<file path="src/rtl/itof_pipe.sv">
// rtl/itof_pipe.sv - 3-stage signed int32 to IEEE-754 single converter, round-to-nearest-even
module itof_pipe #(
  parameter int STAGES = 3
) (
  input  logic        clk,
  input  logic        rstn,
  input  logic        in_valid,
  output logic        in_ready,
  input  logic [31:0] in_data,
  output logic        out_valid,
  input  logic        out_ready,
  output logic [31:0] out_data,
  output logic        out_inexact
);

  if (STAGES != 3) begin : g_bad_stages
    $error("itof_pipe: only STAGES=3 is supported");
  end

  logic        w_advance;
  logic [31:0] w_mag;
  logic [4:0]  w_lz;
  logic [31:0] w_norm;
  logic [22:0] w_m;
  logic        w_g;
  logic        w_st;
  logic        w_l;
  logic        w_rnd;
  logic [23:0] w_sum;
  logic        w_c;
  logic [7:0]  w_exp;
  logic [31:0] w_res;
  logic        w_inx;

  logic        r_v1;
  logic        r_s1;
  logic        r_z1;
  logic [31:0] r_mag1;
  logic        r_v2;
  logic        r_s2;
  logic        r_z2;
  logic [4:0]  r_lz2;
  logic [31:0] r_norm2;
  logic        r_v3;
  logic [31:0] r_data3;
  logic        r_inx3;

  // The whole pipe moves as one; a stalled output freezes every stage.
  assign w_advance   = !r_v3 | out_ready;
  assign in_ready    = w_advance;
  assign out_valid   = r_v3;
  assign out_data    = r_data3;
  assign out_inexact = r_inx3;

  assign w_mag = in_data[31] ? (~in_data + 32'd1) : in_data;

  always_ff @(posedge clk or negedge rstn) begin
    if (!rstn) begin
      r_v1   <= 1'b0;
      r_s1   <= 1'b0;
      r_z1   <= 1'b0;
      r_mag1 <= 32'd0;
    end else if (w_advance) begin
      r_v1   <= in_valid;
      r_s1   <= in_data[31];
      r_z1   <= (in_data == 32'd0);
      r_mag1 <= w_mag;
    end
  end

  always_comb begin
    logic found;
    w_lz  = 5'd0;
    found = 1'b0;
    for (int i = 31; i >= 0; i--) begin
      if (!found && r_mag1[i]) begin
        w_lz  = 5'(31 - i);
        found = 1'b1;
      end
    end
  end

  assign w_norm = r_mag1 << w_lz;

  always_ff @(posedge clk or negedge rstn) begin
    if (!rstn) begin
      r_v2    <= 1'b0;
      r_s2    <= 1'b0;
      r_z2    <= 1'b0;
      r_lz2   <= 5'd0;
      r_norm2 <= 32'd0;
    end else if (w_advance) begin
      r_v2    <= r_v1;
      r_s2    <= r_s1;
      r_z2    <= r_z1;
      r_lz2   <= w_lz;
      r_norm2 <= w_norm;
    end
  end

  assign w_m   = r_norm2[30:8];
  assign w_g   = r_norm2[7];
  assign w_st  = |r_norm2[6:0];
  assign w_l   = r_norm2[8];
  assign w_rnd = w_g & (w_st | w_l);
  assign w_sum = {1'b0, w_m} + {23'd0, w_rnd};
  assign w_c   = w_sum[23];
  // A mantissa carry-out means the value rounded up to the next power of two.
  assign w_exp = 8'd158 - {3'd0, r_lz2} + {7'd0, w_c};
  assign w_res = r_z2 ? 32'h0 : {r_s2, w_exp, (w_c ? 23'd0 : w_sum[22:0])};
  assign w_inx = w_g | w_st;

  always_ff @(posedge clk or negedge rstn) begin
    if (!rstn) begin
      r_v3    <= 1'b0;
      r_data3 <= 32'd0;
      r_inx3  <= 1'b0;
    end else if (w_advance) begin
      r_v3    <= r_v2;
      r_data3 <= w_res;
      r_inx3  <= w_inx;
    end
  end

endmodule

</file>
<file path="config.mk">
export PLATFORM = sky130hd
export DESIGN_NAME = itof_pipe
export DESIGN_NICKNAME = d
export VERILOG_FILES = /design/src/rtl/itof_pipe.sv
export SDC_FILE = /design/constraint.sdc
export NUM_CORES = 1
export LEC_CHECK = 0
export ABC_AREA = 1
export CAP_MARGIN = 30
export CORE_UTILIZATION = 50
export DETAILED_ROUTE_END_ITERATION = 7
export HOLD_SLACK_MARGIN = 0.08
export PLACE_DENSITY = 0.71
export SETUP_SLACK_MARGIN = 0.3
export SYNTH_ARGS = -nofsm -noshare
export SYNTH_HDL_FRONTEND = slang
export SYNTH_SLANG_ARGS = --single-unit
</file>
<file path="constraint.sdc">
create_clock -name clk -period 8.94 [get_ports clk]
set_input_delay 1.788 -clock clk [delete_from_list [all_inputs] [get_ports clk]]
set_output_delay 1.788 -clock clk [all_outputs]
set_load 0.02 [all_outputs]
</file>
# == Word level (Yosys, flattened, before mapping) ==
# Index checks and enable logic that the tools add are counted.
# word_totals
ff_bits,108
input_bits,36
out_inout_bits,35
word_cells,152
# op_classes
n_addsub,4
n_shift,1
n_mux,65
n_bitwise,5
n_reduce_logical,65
# ops
cell,n
$mux 5,30
$mux 32,2
$add 32x1->32 const B,1
$logic_not 1->1,32
$logic_not 32->1,1
$mux 1,32
$not 32->32,1
$shl 32x5->31,1
$logic_and 1x1->1,31
$add 23x1->24,1
$mux 23,1
$add 8x1->8,1
$sub 8x5->8 const A,1
$reduce_or 7->1,1
$or 1x1->1,3
$and 1x1->1,1

# == Logic depth before layout (Yosys ltp) ==
# Gate-level depths: netlist (run 1).
# logic_depth
ltp_word,95
mapped_depth,29
depth_no_buf,29

# == Worst setup path before layout (run 1) ==
# No wires, ideal clock.
# synth_path
kind,in2out
start,in out_ready
end,out in_ready
arrival_ns,2.476
setup_slack_ns,4.676
path_stages,3
path_cell_list,nor2_1 > inv_1 > clkbuf_1
# synth_between
elab_chain_cells,1
# synth_rtl
item,line_no,rtl
start: declaration,11,"input logic out_ready,"
$or 1x1->1,49,assign w_advance = !r_v3 | out_ready;
end: declaration,8,"output logic in_ready,"
# Every way passes these cells.

# == Worst setup path after layout (run 1) ==
# Ends and elaborated chain as after synthesis.

==> qor.yml, run 1 <==
logic_synthesis:
  synth_top_cell_by_area: "dfrtp_1"
  synthCells: 1040
  synthTopCellsByCount: "250 x nand2_1, 227 x nand3_1, 108 x dfrtp_1, 94 x inv_1, 78 x o21ai_0"
  mappedNetlistArea_mm2: 0.00722
  netlist_top_cells_area: "dfrtp_1 37%, nand3_1 16%, nand2_1 13%"
  ys.warnings.count: 0
  synth_edf_count: 0
  synth_seq_cells: 108
  synth.most_common_cell: "nand2_1"
  yosysSeqAreaShare_pct: 37.5
  postSynth.asyncResetShare_pct: 100
  yosysTopAreaCellShare_pct: 37.5
  synth_fp_nets: 1081
  synth-main-ff-cell: "dfrtp_1"
  synth_cell_type_count: 46
  avgSynthCellArea_um2: 6.94
cts:
  cts_made_buffers: 9
  cts_root_buffer: "clkbuf_16"
  postCtsResizedCells: 0
  htree_num_levels: 3
  cts_tree: "built"
  clk_pin_slew_ns: 0.07
  cts_buffer_depth: 2
  clock-sinks: 108
  clkLatencyLatePin_ns: 0.37
  hold_buffers: 0
  post_cts_buffers: 0
timing:
  fmax_ghz: 0.181
  fin_tns_setup_ns: 0
  period_share_pct: 61.7
  final-setup-viol-count: 0
  max_slew.worst_pin.slew_ns: 0.850
  fin_skew_ns: 0.00722
  rsz0062_at_grt: "false"
  period_minus_slack_ns: 5.52
  layout_setup_ws_ns: 3.42
  final_hold_viol_count: 0
  maxSlewHeadroom_pct: 43.3
  slew_viol_final: 0
power_and_ir_drop:
  p_leak_nw: 3.73
  peakVddDrop_mv: 0.184
  pwr_density_cell_mw_per_mm2: 299
global_routing:
  grt_start_max_net_pins: 68
  antenna_found_initial: 0
  grt_remaining_overflow: 0
  grt_usage_pct: 26.3
  grt_pass1_wl_mm: 31.1
  grt_pass1_vias: 6406
critical_path:
  worstSetupPathType: "input port to output pin"
  critical_path.top_delay_family: "buffers and inverters"
  path_cells: "clkdlybuf4s50_1 > nor2_4 > buf_4 > inv_1 > buf_4 > clkdlybuf4s50_1"
  cp.arrival_ns: 3.73
  cp_num_buf_inv: 5
  startpoint_type: "input port"
  cp.required_ns: 7.15
  crit_fanout: 61
  slowest_stage: "clkdlybuf4s50_1"
  endpoint_kind: "output pin"
  cpPeakStageDelay_ns: 0.68
die:
  core_area_mm2: 0.0140
  die_area_mm2: 0.0149
  num_rows: 43
  dieWidth_um: 122
  die_h_um: 122
  initial_core_util_pct: 51.6
  ioPinCount: 71
drt:
  drtIter0Drc: 585
  dr_total_vias: 6968
  via_per_inst: 5.51
  remaining_drc_errors: 0
  postRouteAntennaNets: 0
  wire_per_inst_um: 14.1
  wirelength_mm: 17.9
  firstDrtPassIters: 5
final_layout:
  num_antenna_cells: 0
  drive_above_1_share_pct: 4.98
  finalNonFillerCells: 1264
  layout.nets: 1120
  synthToLayoutAreaGrowth_pct: 14.4
  filler_cell_count: 1371
worst_hold_path:
  worstHoldPathType: "flop to flop"
placed_design:
  portBuffers: 70
  gp_congestion: 0.905
  dp_hpwl_mm: 13.1
  pre_cts_ws_ns: 3.41
  dpl.cell_count: 1248
job:
  max-cap-violations: 0
outcome:
  status: "finished, final reports clean"
final timing paths:
| kind | startpoint | endpoint | slack, ns | depth (start not counted) |
|---|---|---|---|---|
| setup / recovery | out_ready | in_ready | 3.42 | 6 |
| hold / removal | r_v2 | out_valid | 0.45 | 2 |
| setup reg to reg | r_mag1[29] | r_norm2[23] | 4.72 | 24 |
| hold reg to reg | r_v2 | out_valid | 0.45 | 2 |
| max in group asynchronous | rstn | r_norm2[1] | 6.30 | 2 |
| min in group asynchronous | rstn | r_mag1[29] | 1.39 | 1 |
area by class of cell:
class                   instances  area [µm²]  area share (%)
multi-input cells             784        3910            47.4
well taps                     180         225            2.73
flip-flops and latches        108        2700            32.7
inverters                      98         368            4.46
repair buffers                 78         758            9.19
clock inverters                 5        42.5           0.515
clock buffers                  11         243            2.94
per-stage QoR:
stage	instance area [µm²]	total power, mW	hold slack, ns	utilization, %
after floorplan	7220	1.71	0.420	-
after global placement	7970	2.07	0.438	57.0
after detailed placement	7970	2.09	0.437	57.0
after CTS	8250	2.48	0.454	59.0
after global routing	8250	2.70	0.470	59.0
final	8250	2.47	0.452	59.0
flip-flops by register name (all words and copies together), names as in the netlist, 5 cells and up:
| signal | count |
|---|---|
| out_data | 32 |
| r_lz2 | 5 |
| r_mag1 | 32 |
| r_norm2 | 31 |
routing by layer:
metal	vias to the layer above	track usage, %	share of wire [%]
li1	3562	-	-
met1	3219	37.9	47
met2	163	40.3	47
met3	24	4.40	4.5
met4	0	8.38	1.5
met5	-	0	0
power by group:
group | switching (mW) | total [mW] | leakage (nW) | internal (mW)
clock | 0.187 | 0.387 | 0.137 | 0.200
combinational | 0.778 | 1.24 | 2.28 | 0.463
sequential | 0.164 | 0.843 | 1.31 | 0.679
total | 1.13 | 2.47 | 3.73 | 1.34
cells by family (layout without fill, tap and decap cells):
group           after synthesis  count (layout)  synth area share (%)
fa+ha+maj                     5               5                 0.867
xor+xnor                     34              34                  4.13
compound gates              134             134                  10.7
buf+inv                     148             192                  8.44
simple gates                611             611                  38.4
flops                       108             108                  37.5
worst min-delay path: cells and delay by family (launching register included):
kind	cells	cell delay, ns
flops	1	0.32
buf+inv	1	0.05
simple gates	1	0.05
layout by cell type (no fill, tap or decap), types with 3 or more instances in the layout:
master,count
dfrtp_1,108
inv_1,94
o21ai_1,12
clkdlybuf4s50_1,69
xnor2_1,9
ha_1,5
a21oi_1,11
nand3_1,227
o211ai_1,4
o31ai_1,8
o21ai_0,78
nor2_2,12
buf_4,9
xor2_1,25
nor3_1,13
o22ai_1,3
nor2_1,67
nor4_1,8
nand2_1,250
clkbuf_16,9
nand4_1,22
inv_2,4
No activity file was read; power rests on OpenSTA's default activity.
==> run 2: changes to the inputs <==
==> constraint.sdc (replaced) <==
create_clock -name clk -period 5.3 [get_ports clk]
set_input_delay 1.06 -clock clk [delete_from_list [all_inputs] [get_ports clk]]
set_output_delay 1.06 -clock clk [all_outputs]
set_load 0.02 [all_outputs]
==> run 2 against run 1 <==
Effect of this change: worst setup slack got worse by 2.1 ns; combinational power increased by 71%; critical path type is now flop to flop; first-iteration DRC count increased by 15%; cell area increased by 0.56%; wire length increased by 2.6%; largest cell class unchanged; clock skew increased by 0.0023 ns; final cell count increased by 0.16%; critical path depth increased by 22; sequential power increased by 70%; power increased by 72%.
==> qor.yml, run 2 (synthesis results as in run 1) <==
final_layout:
  finalNonFillerCells: 1266
  layout.nets: 1122
  mostFrequentLayoutCell: "nand2_1"
  mostFrequentLayoutCells: "250 x nand2_1, 227 x nand3_1, 108 x dfrtp_1"
  synthToLayoutAreaGrowth_pct: 15.0
  filler_cell_count: 1348
  drive_above_1_share_pct: 5.16
  num_antenna_cells: 0
cts:
  hold_buffers: 0
  postCtsResizedCells: 0
  clock-sinks: 108
  cts_made_buffers: 9
  htree_num_levels: 3
  post_cts_buffers: 0
  cts_buffer_depth: 2
  clkLatencyLatePin_ns: 0.36
  cts_root_buffer: "clkbuf_16"
  clk_pin_slew_ns: 0.07
  cts_tree: "built"
global_routing:
  grt_remaining_overflow: 0
  antenna_found_initial: 0
  grt_usage_pct: 26.4
  grt_start_max_net_pins: 71
  grt_pass1_vias: 6501
  grt_pass1_wl_mm: 31.2
timing:
  layout_setup_ws_ns: 1.28
  fin_skew_ns: 0.00951
  slew_viol_final: 0
  max_slew.worst_pin.slew_ns: 0.870
  period_minus_slack_ns: 4.02
  final_hold_viol_count: 0
  period_share_pct: 75.9
  final-setup-viol-count: 0
  fmax_ghz: 0.248
  fin_tns_setup_ns: 0
  rsz0062_at_grt: "false"
  maxSlewHeadroom_pct: 42.0
  hold_ws_ns: 0.456
power_and_ir_drop:
  netSwitchingFraction_pct: 45.4
  p_leak_nw: 3.75
  power.total_mw: 4.25
  pwr_density_cell_mw_per_mm2: 512
  power_frac_seq_pct: 33.6
  power_frac_clock_pct: 16.5
  intPower_mw: 2.32
  combPwrFrac_pct: 49.9
  p_sw_mw: 1.93
  peakVddDrop_mv: 0.359
die:
  die_area_mm2: 0.0149
  ioPinCount: 71
  die_h_um: 122
  num_rows: 43
  initial_core_util_pct: 51.6
  core_area_mm2: 0.0140
  dieWidth_um: 122
drt:
  wirelength_mm: 18.3
  firstDrtPassIters: 6
  via_per_inst: 5.64
  wire_per_inst_um: 14.5
  postRouteAntennaNets: 0
  drtIter0Drc: 675
  remaining_drc_errors: 0
  dr_total_vias: 7145
critical_path:
  crit_top_cell: "nor2_1"
  startpoint_type: "flop"
  cpPeakStageDelay_ns: 0.34
  worstSetupPathType: "flop to flop"
  cp.arrival_ns: 4.30
  endpoint_kind: "flop"
  crit_fanout: 6
  cp.required_ns: 5.57
  slowest_stage: "ha_1"
placed_design:
  pre_cts_ws_ns: 1.03
  gp_congestion: 0.907
  dpl.cell_count: 1250
  dp_hpwl_mm: 13.5
  portBuffers: 70
outcome:
  status: "finished, final reports clean"
job:
  max-cap-violations: 0
worst_hold_path:
  worstHoldPathType: "flop to flop"
## run 2: final timing paths
kind                            slack, ns  cells past startpoint           end        from
min in group asynchronous            0.79                      1  out_data[31]        rstn
worst min register to register       0.46                      2     out_valid        r_v2
max in group asynchronous            3.49                      2     out_valid        rstn
worst max-delay path                 1.28                     28  out_data[27]  r_norm2[0]
worst max register to register       1.28                     28  out_data[27]  r_norm2[0]
worst min-delay path                 0.46                      2     out_valid        r_v2
## run 2: stage by stage
stage	instance area, µm²	utilization [%]
2_1_floorplan	7220	-
3_3_place_gp	7980	57.0
3_5_place_dp	7990	57.1
4_1_cts	8300	59.3
5_1_grt	8300	59.3
6_report	8300	59.3
## run 2: final cells by class
| cell class | count | area, µm² | share of cell area (%) |
|---|---|---|---|
| inverter | 98 | 368 | 4.43 |
| tap | 180 | 225 | 2.71 |
| multi-input combinational | 784 | 3910 | 47.2 |
| clock buffer | 11 | 243 | 2.92 |
| timing repair buffer | 80 | 781 | 9.41 |
| clock inverter | 5 | 66.3 | 0.799 |
| sequential | 108 | 2700 | 32.6 |
## run 2: metal layers
layer	vias up	wire length [µm]	track usage, %
li1	3573	-	-
met5	-	0	0
met4	0	431	7.09
met2	201	8430	42.5
met1	3330	8500	36.2
met3	41	988	5.24
## run 2: power groups by stage
stage,clock network [mW],logic (mW),registers (mW)
after floorplan,0,1.38,1.50
after global placement,0,2.08,1.43
after detailed placement,0,2.11,1.44
after CTS,0.716,2.12,1.43
after global routing,0.745,2.41,1.47
final,0.701,2.12,1.43
## run 2: critical path: cells and delay by family, from the launching register on
family,cells,cell delay [ns]
buffers and inverters,6,0.34
AO/OA/AOI/OAI,3,0.48
flip-flops,1,0.33
adder cells (fa/ha/maj),3,0.75
AND/OR/NAND/NOR,16,2.03
==> run 3: changes to the inputs <==
==> constraint.sdc (replaced) <==
create_clock -name clk -period 4.1 [get_ports clk]
set_input_delay 0.82 -clock clk [delete_from_list [all_inputs] [get_ports clk]]
set_output_delay 0.82 -clock clk [all_outputs]
set_load 0.02 [all_outputs]
==> run 3 against run 2 <==
Effect of this change: final cell count up 3.1%; cell area increased by 14%; largest cell class unchanged; register-to-register slack worse by 0.97 ns; core utilization up 8.0 points; worst hold slack lost 0.0033 ns; via count increased by 6.9%; critical path depth decreased by 2; largest power group unchanged.
==> qor.yml, run 3 (synthesis results as in run 1) <==
drt:
  dr_total_vias: 7640
  drtIter0Drc: 802
  wirelength_mm: 21.0
  via_per_inst: 5.85
  firstDrtPassIters: 5
  postRouteAntennaNets: 0
  wire_per_inst_um: 16.1
  remaining_drc_errors: 0
placed_design:
  dp_hpwl_mm: 13.4
  gp_congestion: 0.900
  portBuffers: 70
  placed_area_mm2: 0.00803
critical_path:
  cp.required_ns: 4.35
  worstSetupPathType: "flop to flop"
  startpoint_type: "flop"
  endpoint_kind: "flop"
  cp.arrival_ns: 4.04
  crit_fanout: 10
timing:
  max_slew.worst_pin.slew_ns: 0.887
  period_minus_slack_ns: 3.79
  slew_viol_final: 0
  fmax_ghz: 0.264
  rsz0062_at_grt: "true"
  final-setup-viol-count: 0
  hold_ws_ns: 0.452
  maxSlewHeadroom_pct: 40.9
  final_hold_viol_count: 0
  period_share_pct: 92.5
  fin_tns_setup_ns: 0
  fin_skew_ns: 0.0103
power_and_ir_drop:
  pwr_density_cell_mw_per_mm2: 655
  intPower_mw: 3.30
  power.total_mw: 6.17
  combPwrFrac_pct: 55.2
  p_sw_mw: 2.87
  netSwitchingFraction_pct: 46.6
  power_frac_clock_pct: 14.5
  p_leak_nw: 4.19
  power_frac_seq_pct: 30.3
  peakVddDrop_mv: 0.445
die:
  die_area_mm2: 0.0149
  ioPinCount: 71
  core_area_mm2: 0.0140
  die_h_um: 122
  initial_core_util_pct: 51.6
  num_rows: 43
  dieWidth_um: 122
cts:
  hold_buffers: 0
  cts_made_buffers: 9
  cts_buffer_depth: 2
  cts_tree: "built"
  clkLatencyLatePin_ns: 0.36
  htree_num_levels: 3
  clk_pin_slew_ns: 0.07
  cts_root_buffer: "clkbuf_16"
  clock-sinks: 108
final_layout:
  mostFrequentLayoutCell: "nand2_1"
  fin_util_pct: 67.4
  layout.nets: 1161
  mostFrequentLayoutCells: "230 x nand2_1, 146 x nand3_1, 105 x dfrtp_1"
  fin_area_mm2: 0.00942
  synthToLayoutAreaGrowth_pct: 30.6
  drive_above_1_share_pct: 19.5
  num_antenna_cells: 0
worst_hold_path:
  worstHoldPathType: "flop to flop"
global_routing:
  grt_start_max_net_pins: 123
  grt_usage_pct: 26.8
  antenna_found_initial: 0
  grt_pass1_wl_mm: 31.8
  grt_remaining_overflow: 0
  grt_pass1_vias: 6587
outcome:
  status: "finished, final reports clean"
job:
  max-cap-violations: 0
## run 3: changes by cell type in the layout (fill, tap and decap cells not counted), sizes merged
cell    before  now
clkbuf      11   19
buf         11   40
nand2      253  255
## run 3: final cells by class
class                      instances  area, µm²
timing repair buffer             117       1240
clock inverter                     5       65.1
clock buffer                      11        233
fill                            1217       4570
sequential                       108       2710
multi-input combinational        786       4570
inverter                          98        384
tap                              180        225
## run 3: worst max-delay path: stages (launching register included)
cell and delay [ns]:
dfrtp_2 0.45, nor2_4 0.13, nand2_2 0.08, nor2_4 0.11, nand4_1 0.14, nor2_2 0.15, nand4_1 0.13, nor2_1 0.12
nand4_1 0.14, nor2_2 0.17, nand4_1 0.14, nor2_2 0.14, nand4_1 0.13, nor2_2 0.15, nand4_1 0.16, nor2_2 0.20
nand4_4 0.11, buf_6 0.17, buf_6 0.13, nand2_8 0.11, nand2_1 0.08, nand3_2 0.10, nand3_2 0.09, nand3_2 0.09
nand2_2 0.07, nand2_1 0.09, nand3_1 0.08
## run 3: power by group through the flow
| stage | Combinational [mW] | Clock [mW] | Sequential (mW) |
|---|---|---|---|
| 4_1_cts | 2.74 | 0.904 | 1.84 |
| 3_5_place_dp | 2.73 | 0 | 1.86 |
| 6_report | 3.41 | 0.895 | 1.87 |
| 3_3_place_gp | 2.69 | 0 | 1.85 |
| 2_1_floorplan | 1.78 | 0 | 1.95 |
| 5_1_grt | 3.77 | 0.948 | 1.92 |
## run 3: per-stage QoR
stage          instances  setup WS (ns)
3_3_place_gp        1254          0.209
3_5_place_dp        1254          0.111
4_1_cts             1270          0.341
5_1_grt             1305         0.0453
2_1_floorplan       1040          0.837
6_report            1305          0.309
## run 3: final timing paths
check / start / to / slack, ns / depth (start not counted)
max: r_mag1[30] / r_norm2[27] / 0.31 / 26
min in group asynchronous: rstn / r_mag1[29] / 0.57 / 1
min reg2reg: r_v2 / out_valid / 0.45 / 2
max reg2reg: r_mag1[30] / r_norm2[27] / 0.31 / 26
max in group asynchronous: rstn / out_data[4] / 2.70 / 2
min: r_v2 / out_valid / 0.45 / 2
## run 3: metal layers
metal | vias to the layer above | track usage, % | part of all wire [%]
li1 | 3661 | - | -
met1 | 3615 | 38.5 | 44
met2 | 305 | 42.5 | 47
met3 | 59 | 4.59 | 6.5
met4 | 0 | 4.65 | 2.4
met5 | - | 0 | 0
## run 3: what timing repair did
action | CTS | global route
endpoints found under the setup margin | 0 | 67
setup buffers | 0 | 26
gates resized for setup | 0 | 170
